--- src/rtl/svreal_alu_pipe.sv ---
`default_nettype none
// ============================================================================
// Module   : svreal_alu_pipe
// Purpose  : Pipelined fixed-point ALU over svreal-format operands. It
//            supports ADD/SUB/MUL/MIN/MAX/NEG/MAC, uses a valid/ready
//            handshake, and has PIPE_DEPTH register stages from input to
//            output. The whole pipe advances as one unit.
// Ports    : clk, rst_n          - clock (rising edge), async active-low reset
//            in_valid/in_ready   - operand beat handshake
//            op, acc_clr         - operation select, accumulator clear
//            a_val, b_val        - signed operand mantissas
//            out_valid/out_ready - result beat handshake
//            out_val             - signed result mantissa at O_EXPONENT
//            out_cmp             - {ge, gt, le, lt} of exact a versus b
//            out_sat             - result was clipped (sat build only)
// Options  : define SVREAL_SAT_EN to clamp on narrowing instead of wrapping
// Revision : 1.0 - initial release
// ============================================================================
module svreal_alu_pipe #(
  parameter int A_WIDTH    = 16,
  parameter int A_EXPONENT = -8,
  parameter int B_WIDTH    = 17,
  parameter int B_EXPONENT = -9,
  parameter int O_WIDTH    = 18,
  parameter int O_EXPONENT = -10,
  parameter int PIPE_DEPTH = 2     // legal range 1..8
) (
  input  logic                      clk,
  input  logic                      rst_n,
  input  logic                      in_valid,
  output logic                      in_ready,
  input  logic [2:0]                op,
  input  logic                      acc_clr,
  input  logic signed [A_WIDTH-1:0] a_val,
  input  logic signed [B_WIDTH-1:0] b_val,
  output logic                      out_valid,
  input  logic                      out_ready,
  output logic signed [O_WIDTH-1:0] out_val,
  output logic [3:0]                out_cmp,
  output logic                      out_sat
);

  localparam logic [2:0] C_OP_ADD = 3'd0;
  localparam logic [2:0] C_OP_SUB = 3'd1;
  localparam logic [2:0] C_OP_MUL = 3'd2;
  localparam logic [2:0] C_OP_MIN = 3'd3;
  localparam logic [2:0] C_OP_MAX = 3'd4;
  localparam logic [2:0] C_OP_NEG = 3'd5;
  localparam logic [2:0] C_OP_MAC = 3'd6;

  // Shift from each source exponent to the result exponent (positive = left).
  localparam int SA = A_EXPONENT - O_EXPONENT;
  localparam int SB = B_EXPONENT - O_EXPONENT;
  localparam int SP = A_EXPONENT + B_EXPONENT - O_EXPONENT;
  localparam int PW = A_WIDTH + B_WIDTH;

  // Internal width: the widest aligned term plus headroom for one add/sub/negate.
  localparam int LA = A_WIDTH + ((SA > 0) ? SA : 0);
  localparam int LB = B_WIDTH + ((SB > 0) ? SB : 0);
  localparam int LP = PW + ((SP > 0) ? SP : 0);
  localparam int L1 = (LA > LB) ? LA : LB;
  localparam int L2 = (LP > O_WIDTH) ? LP : O_WIDTH;
  localparam int IW = ((L1 > L2) ? L1 : L2) + 2;

  // Exact comparison aligns both operands losslessly to the finer exponent.
  localparam int CE  = (A_EXPONENT < B_EXPONENT) ? A_EXPONENT : B_EXPONENT;
  localparam int CA  = A_EXPONENT - CE;
  localparam int CB  = B_EXPONENT - CE;
  localparam int CWA = A_WIDTH + CA;
  localparam int CWB = B_WIDTH + CB;
  localparam int CW  = ((CWA > CWB) ? CWA : CWB) + 1;

  logic                      advance;
  logic                      accept;

  logic signed [PW-1:0]      prod;
  logic signed [IW-1:0]      a_ext;
  logic signed [IW-1:0]      b_ext;
  logic signed [IW-1:0]      p_ext;
  logic signed [IW-1:0]      a_al;
  logic signed [IW-1:0]      b_al;
  logic signed [IW-1:0]      p_al;
  logic signed [IW-1:0]      acc_base;
  logic signed [IW-1:0]      mac_sum;
  logic signed [IW-1:0]      res_wide;

  logic signed [CW-1:0]      a_cmp;
  logic signed [CW-1:0]      b_cmp;
  logic                      cmp_lt;
  logic                      cmp_le;
  logic                      cmp_gt;
  logic                      cmp_ge;

  logic signed [O_WIDTH-1:0] res_val;
  logic                      res_sat;

  logic signed [O_WIDTH-1:0] acc_q;
  logic signed [O_WIDTH-1:0] acc_d;

  logic                      vld_q [PIPE_DEPTH];
  logic signed [O_WIDTH-1:0] val_q [PIPE_DEPTH];
  logic [3:0]                cmp_q [PIPE_DEPTH];
  logic                      sat_q [PIPE_DEPTH];

  // --------------------------------------------------------------------------
  // Handshake: the pipe moves only when the output slot is free or drained.
  // --------------------------------------------------------------------------
  assign advance  = !vld_q[PIPE_DEPTH-1] || out_ready;
  assign in_ready = rst_n && advance;
  assign accept   = in_valid && in_ready;

  // --------------------------------------------------------------------------
  // Operand alignment to O_EXPONENT. Right shifts are arithmetic, so
  // truncation rounds toward negative infinity.
  // --------------------------------------------------------------------------
  assign prod  = PW'(a_val) * PW'(b_val);
  assign a_ext = IW'(a_val);
  assign b_ext = IW'(b_val);
  assign p_ext = IW'(prod);

  if (SA >= 0) begin : g_a_left
    assign a_al = a_ext <<< SA;
  end else begin : g_a_right
    assign a_al = a_ext >>> (-SA);
  end

  if (SB >= 0) begin : g_b_left
    assign b_al = b_ext <<< SB;
  end else begin : g_b_right
    assign b_al = b_ext >>> (-SB);
  end

  if (SP >= 0) begin : g_p_left
    assign p_al = p_ext <<< SP;
  end else begin : g_p_right
    assign p_al = p_ext >>> (-SP);
  end

  assign a_cmp  = CW'(a_val) <<< CA;
  assign b_cmp  = CW'(b_val) <<< CB;
  assign cmp_lt = (a_cmp <  b_cmp);
  assign cmp_le = (a_cmp <= b_cmp);
  assign cmp_gt = (a_cmp >  b_cmp);
  assign cmp_ge = (a_cmp >= b_cmp);

  // --------------------------------------------------------------------------
  // Full-precision result. Only the final narrowing below can overflow.
  // --------------------------------------------------------------------------
  always_comb begin
    acc_base = acc_clr ? '0 : IW'(acc_q);
    mac_sum  = acc_base + p_al;
    res_wide = '0;
    case (op)
      C_OP_ADD: res_wide = a_al + b_al;
      C_OP_SUB: res_wide = a_al - b_al;
      C_OP_MUL: res_wide = p_al;
      C_OP_MIN: res_wide = cmp_le ? a_al : b_al;   // ties return a
      C_OP_MAX: res_wide = cmp_ge ? a_al : b_al;   // ties return a
      C_OP_NEG: res_wide = -a_al;
      C_OP_MAC: res_wide = mac_sum;
      default:  res_wide = '0;
    endcase
  end

`ifdef SVREAL_SAT_EN
  // The value fits only if every bit from the sign down to bit O_WIDTH-1 matches.
  always_comb begin
    res_val = res_wide[O_WIDTH-1:0];
    res_sat = 1'b0;
    if (!res_wide[IW-1] && (|res_wide[IW-1:O_WIDTH-1])) begin
      res_val = {1'b0, {(O_WIDTH-1){1'b1}}};
      res_sat = 1'b1;
    end else if (res_wide[IW-1] && !(&res_wide[IW-1:O_WIDTH-1])) begin
      res_val = {1'b1, {(O_WIDTH-1){1'b0}}};
      res_sat = 1'b1;
    end
  end
`else
  logic unused_wrap_bits;

  // Two's-complement wrap: keep the low O_WIDTH bits and drop the rest.
  assign res_val          = res_wide[O_WIDTH-1:0];
  assign res_sat          = 1'b0;
  assign unused_wrap_bits = ^res_wide[IW-1:O_WIDTH];
`endif

  // --------------------------------------------------------------------------
  // Accumulator updates at acceptance, so back-to-back MACs see the new value.
  // --------------------------------------------------------------------------
  always_comb begin
    acc_d = acc_q;
    if (accept) begin
      if (op == C_OP_MAC) begin
        acc_d = res_val;
      end else if (acc_clr) begin
        acc_d = '0;
      end
    end
  end

  always_ff @(posedge clk or negedge rst_n) begin
    if (!rst_n) begin
      acc_q <= '0;
      for (int i = 0; i < PIPE_DEPTH; i++) begin
        vld_q[i] <= 1'b0;
        val_q[i] <= '0;
        cmp_q[i] <= '0;
        sat_q[i] <= 1'b0;
      end
    end else begin
      acc_q <= acc_d;
      if (advance) begin
        vld_q[0] <= in_valid;
        val_q[0] <= res_val;
        cmp_q[0] <= {cmp_ge, cmp_gt, cmp_le, cmp_lt};
        sat_q[0] <= res_sat;
        for (int i = 1; i < PIPE_DEPTH; i++) begin
          vld_q[i] <= vld_q[i-1];
          val_q[i] <= val_q[i-1];
          cmp_q[i] <= cmp_q[i-1];
          sat_q[i] <= sat_q[i-1];
        end
      end
    end
  end

  assign out_valid = vld_q[PIPE_DEPTH-1];
  assign out_val   = val_q[PIPE_DEPTH-1];
  assign out_cmp   = cmp_q[PIPE_DEPTH-1];
  assign out_sat   = sat_q[PIPE_DEPTH-1];

endmodule
`default_nettype wire

--- config.mk ---
export PLATFORM = sky130hd
export DESIGN_NAME = svreal_alu_pipe
export DESIGN_NICKNAME = d
export VERILOG_FILES = /design/src/rtl/svreal_alu_pipe.sv
export SDC_FILE = /design/constraint.sdc
export NUM_CORES = 1
export LEC_CHECK = 0
export CAP_MARGIN = 10
export CORE_MARGIN = 3
export CORE_UTILIZATION = 50
export DETAILED_ROUTE_END_ITERATION = 10
export PLACE_DENSITY_LB_ADDON = 0.08
export REMOVE_ABC_BUFFERS = 1
export SETUP_SLACK_MARGIN = 0.05
export SLEW_MARGIN = 10
export SYNTH_ARGS = -nofsm -noshare
export SYNTH_HDL_FRONTEND = slang
export SYNTH_SLANG_ARGS = --single-unit
export TNS_END_PERCENT = 1
--- constraint.sdc ---
create_clock -name clk -period 3.31 [get_ports clk]
set_input_delay 0.4965 -clock clk [delete_from_list [all_inputs] [get_ports clk]]
set_output_delay 0.4965 -clock clk [all_outputs]
set_load 0.02 [all_outputs]
==> summary.md, run 1 <==
| Metric | Value |
|---|---|
| Outcome | complete, but fails checks |
| Violated checks | negative setup slack |
| Area occupied by multi-input gates | 0.0117 mm^2 |
| CP max stage delay | 0.54 ns |
| Site row count | 61 |
| Number of global-route vias before repair | approximately 14000 |
| Final Core Density | around two thirds |
| Final Skew | 0.00801 ns |
| GRT overflow | 0 |
| Share of cells above drive strength 1 | roughly a quarter |
| DR vias/cell | 5.39 |
| Clock Path Buffers | 2 |
| Cells after Synth | around 1700 |
| H-tree Lvls | 3 |
| Initial antenna violation count | 1 |
| Initial DRC Count | just over 800 |
| CTS tree | done |
| Post-synth EDFFs | 0 |
| I/O Buffers | between 60 and 70 |
| CTS root buf | clkbuf_16 |
| Final worst path period share | 220% |
| I/O pins | 66 |
| Post-synth top area share | ~29% |
| Shortest period the worst path allows | 7.27 ns |
| Clock Latency Late Sink | 0.34 ns |
| Fmax | 138 MHz |
| RSZ-0062 raised after global routing | true |
| Clock-pin slew on the worst setup and hold paths | around 0.06 ns |
| #FFs+latches synth | 64 |
| Most used DFF post-synth | dfrtp_1 |
| Post-detail-place hpwl | slightly below 40 mm |
| DRC violations left | 0 |
| Clock sinks | 64 |
| Worst hold margin | 0.354 ns |
| Max_slew headroom | 46.8% |
| Die Y-Extent | approximately 170 um |
| Drt wl/cell | 19.0 um |
| Worst Tran Pin Value | 0.799 ns |
| Final setup margin | -3.96 ns |
| CP required | around 3.5 ns |
| Routed WL | 46.1 mm |
| Arr. time, crit path | 7.49 ns |
| Synth unique cells | 83 |
| GP Congestion | 0.981 |
| Post-route cell area | 0.0187 mm^2 |
| CTS buffer count | 9 |
| Core ar. | roughly 0.028 mm^2 |
| Sequential Area | 0.00160 mm^2 |
| # hold bufs at CTS | 0 |
| Sequential cell area fraction in the yosys report | 11.2% |
| Layout net count | 2408 |
| Antenna Nets Post-Route | 0 |
| Fillers | 2381 |
| Placed Instance Area | 0.0175 mm^2 |
| Synth Cell Area | 0.0142 mm^2 |
| Main area contributors after synthesis | fa_1 29%, dfrtp_1 11%, ha_1 11% |
| Setup crit start kind | input port |
| Synth Warn # | 0 |
| All-Layer GR Usage | between 30% and 40% |
| CP max-delay cell | fa_2 |
| Kind of critical path | input port to flop |
| Count leader, synth | inv_1 |
| Die Width | 175 um |
| Worst-path fanout max | 6 |
| Top cells by count, synth | 297 x inv_1, 236 x nand2_1, 203 x fa_1 |
| Vias | 13100 |
| Initial Util | 51.0% |
| Largest net degree at the start of global routing | 65 |
| Pre-Repair DR Iteration Count | 5 |
| Synthesized area per cell | 8.30 um^2 |
| Max-Cap Viols | 0 |
| Met1 GRT Util | 41.2% |
| Register-to-Register Setup Slack | 0.15 ns |
| M3 GR Usage | between 3 and 4% |
| R2R Path Start | acc_q[0]$_DFFE_PN0P_ |
| Final hold vios | 0 |
| Crit path capture type | flop |
| Hold Path Class | input port to asynchronous set/reset pin |
| Met2 Use GR | approximately 53% |
| First-pass GRT wire length | 74.8 mm |
| Area grow syn2layout | 31.6% |
| Final Slew Violations | 0 |
| Reg2Reg Depth | 15 |
| Global route hottest layer | met2 |
| Fraction of registers with async set/reset | 100% |
| Die area | 0.0305 mm^2 |
| Largest area contributor in the synthesized netlist | fa_1 |
| Setup Viol. Count Final | 36 |
| Cell mode on critical path | fa_1 |
| Reg2reg end | val_q[28]$_DFFE_PN0N_ |
==> worst max-delay path by stage <==
stage	endpoint	startpoint	slack, ns
after floorplan	val_q[35]$_DFFE_PN0N_	a_val[5]	-3.98
after global placement	acc_q[17]$_DFFE_PN0P_	a_val[4]	-4.93
after detailed placement	acc_q[17]$_DFFE_PN0P_	a_val[4]	-5.08
after CTS	acc_q[17]$_DFFE_PN0P_	b_val[7]	-3.93
after global routing	acc_q[17]$_DFFE_PN0P_	b_val[10]	-4.28
final	acc_q[17]$_DFFE_PN0P_	b_val[7]	-3.96
==> worst max-delay path, delay by kind of cell <==
| kind | cells | cell delay, ns |
|---|---|---|
| AO/OA/AOI/OAI | 6 | 1.44 |
| XOR/XNOR | 3 | 0.52 |
| adder cells (fa/ha/maj) | 8 | 3.54 |
| buffers and inverters | 7 | 0.52 |
| AND/OR/NAND/NOR | 6 | 0.96 |
==> metrics by stage <==
| stage | setup TNS [ns] | instances | setup slack [ns] |
|---|---|---|---|
| after detailed placement | -156.55 | 2390 | -5.08 |
| after CTS | -118.76 | 2424 | -3.93 |
| after global placement | -152.48 | 2390 | -4.93 |
| after floorplan | -104.12 | 1603 | -3.98 |
| after global routing | -127.29 | 2425 | -4.28 |
| final | -118.08 | 2426 | -3.96 |
==> flip-flops by register name, summed over array words and instances, names as in the netlist <==
signal,cells
acc_q,18
out_val,18
val_q,18
cmp_q,4
out_cmp,4
out_valid,1
vld_q,1
==> logic make-up (layout without fill, tap and decap cells) <==
family | count (synthesis) | count (layout) | share of synthesized area, %
compound gates | 271 | 271 | 13.3
buf+inv | 411 | 742 | 11.6
flops | 64 | 64 | 11.2
other cells | 1 | 2 | 0.0263
simple gates | 559 | 559 | 18.9
fa+ha+maj | 325 | 325 | 39.3
mux | 11 | 11 | 0.809
xor+xnor | 74 | 74 | 4.85
==> final cells by class <==
type,count,share of cell area [%]
clock inverters,7,0.895
clock buffers,9,1.20
well taps,378,2.52
flip-flops and latches,64,8.55
inverters,298,5.97
diodes,1,0.0134
multi-input cells,1241,62.3
repair buffers,428,18.6
==> placed cells by master, fill, tap and decap left out, types with 10 or more instances in the layout <==
cell type	netlist	layout
a21o_1	28	26
a21oi_1	60	49
a22o_1	14	14
a31oi_1	13	10
and2_1	96	92
buf_4	24	339
buf_6	2	17
clkdlybuf4s50_1	0	37
dfrtp_1	64	64
dlygate4sd2_1	0	14
fa_1	203	193
fa_2	0	10
ha_1	122	103
ha_4	0	11
inv_1	297	291
nand2_1	236	223
nand2b_1	19	18
nand3_1	18	17
nor2_1	87	82
nor2b_1	30	27
nor3_1	20	19
o21ai_0	48	39
or3_1	12	10
xnor2_1	51	42
xor2_1	20	14
==> layer usage <==
metal / wire length, um / share of wire [%]
met1: 19600 / 43
met2: 22300 / 48
met3: 2540 / 5.5
met4: 1630 / 3.5
met5: 0 / 0
==> timing repair <==
action / CTS / global route
buffers inserted: 18 / 1
pin swaps: 85 / 21
setup endpoints to repair: 40 / 37
hold endpoints to repair: 0 / 0
resized for setup: 185 / 39
Power of run 1 is left out: the tool's default activity adds up to more than one toggle a clock period on the data nets, which glitch-free logic cannot reach.
==> inputs of run 2 (changes only) <==
- CTS_CLUSTER_SIZE: unset -> 14
==> results of run 2 <==
No change in the layout: final DEF, timing and power equal those of run 1.
Power of run 2 is left out for the same reason.
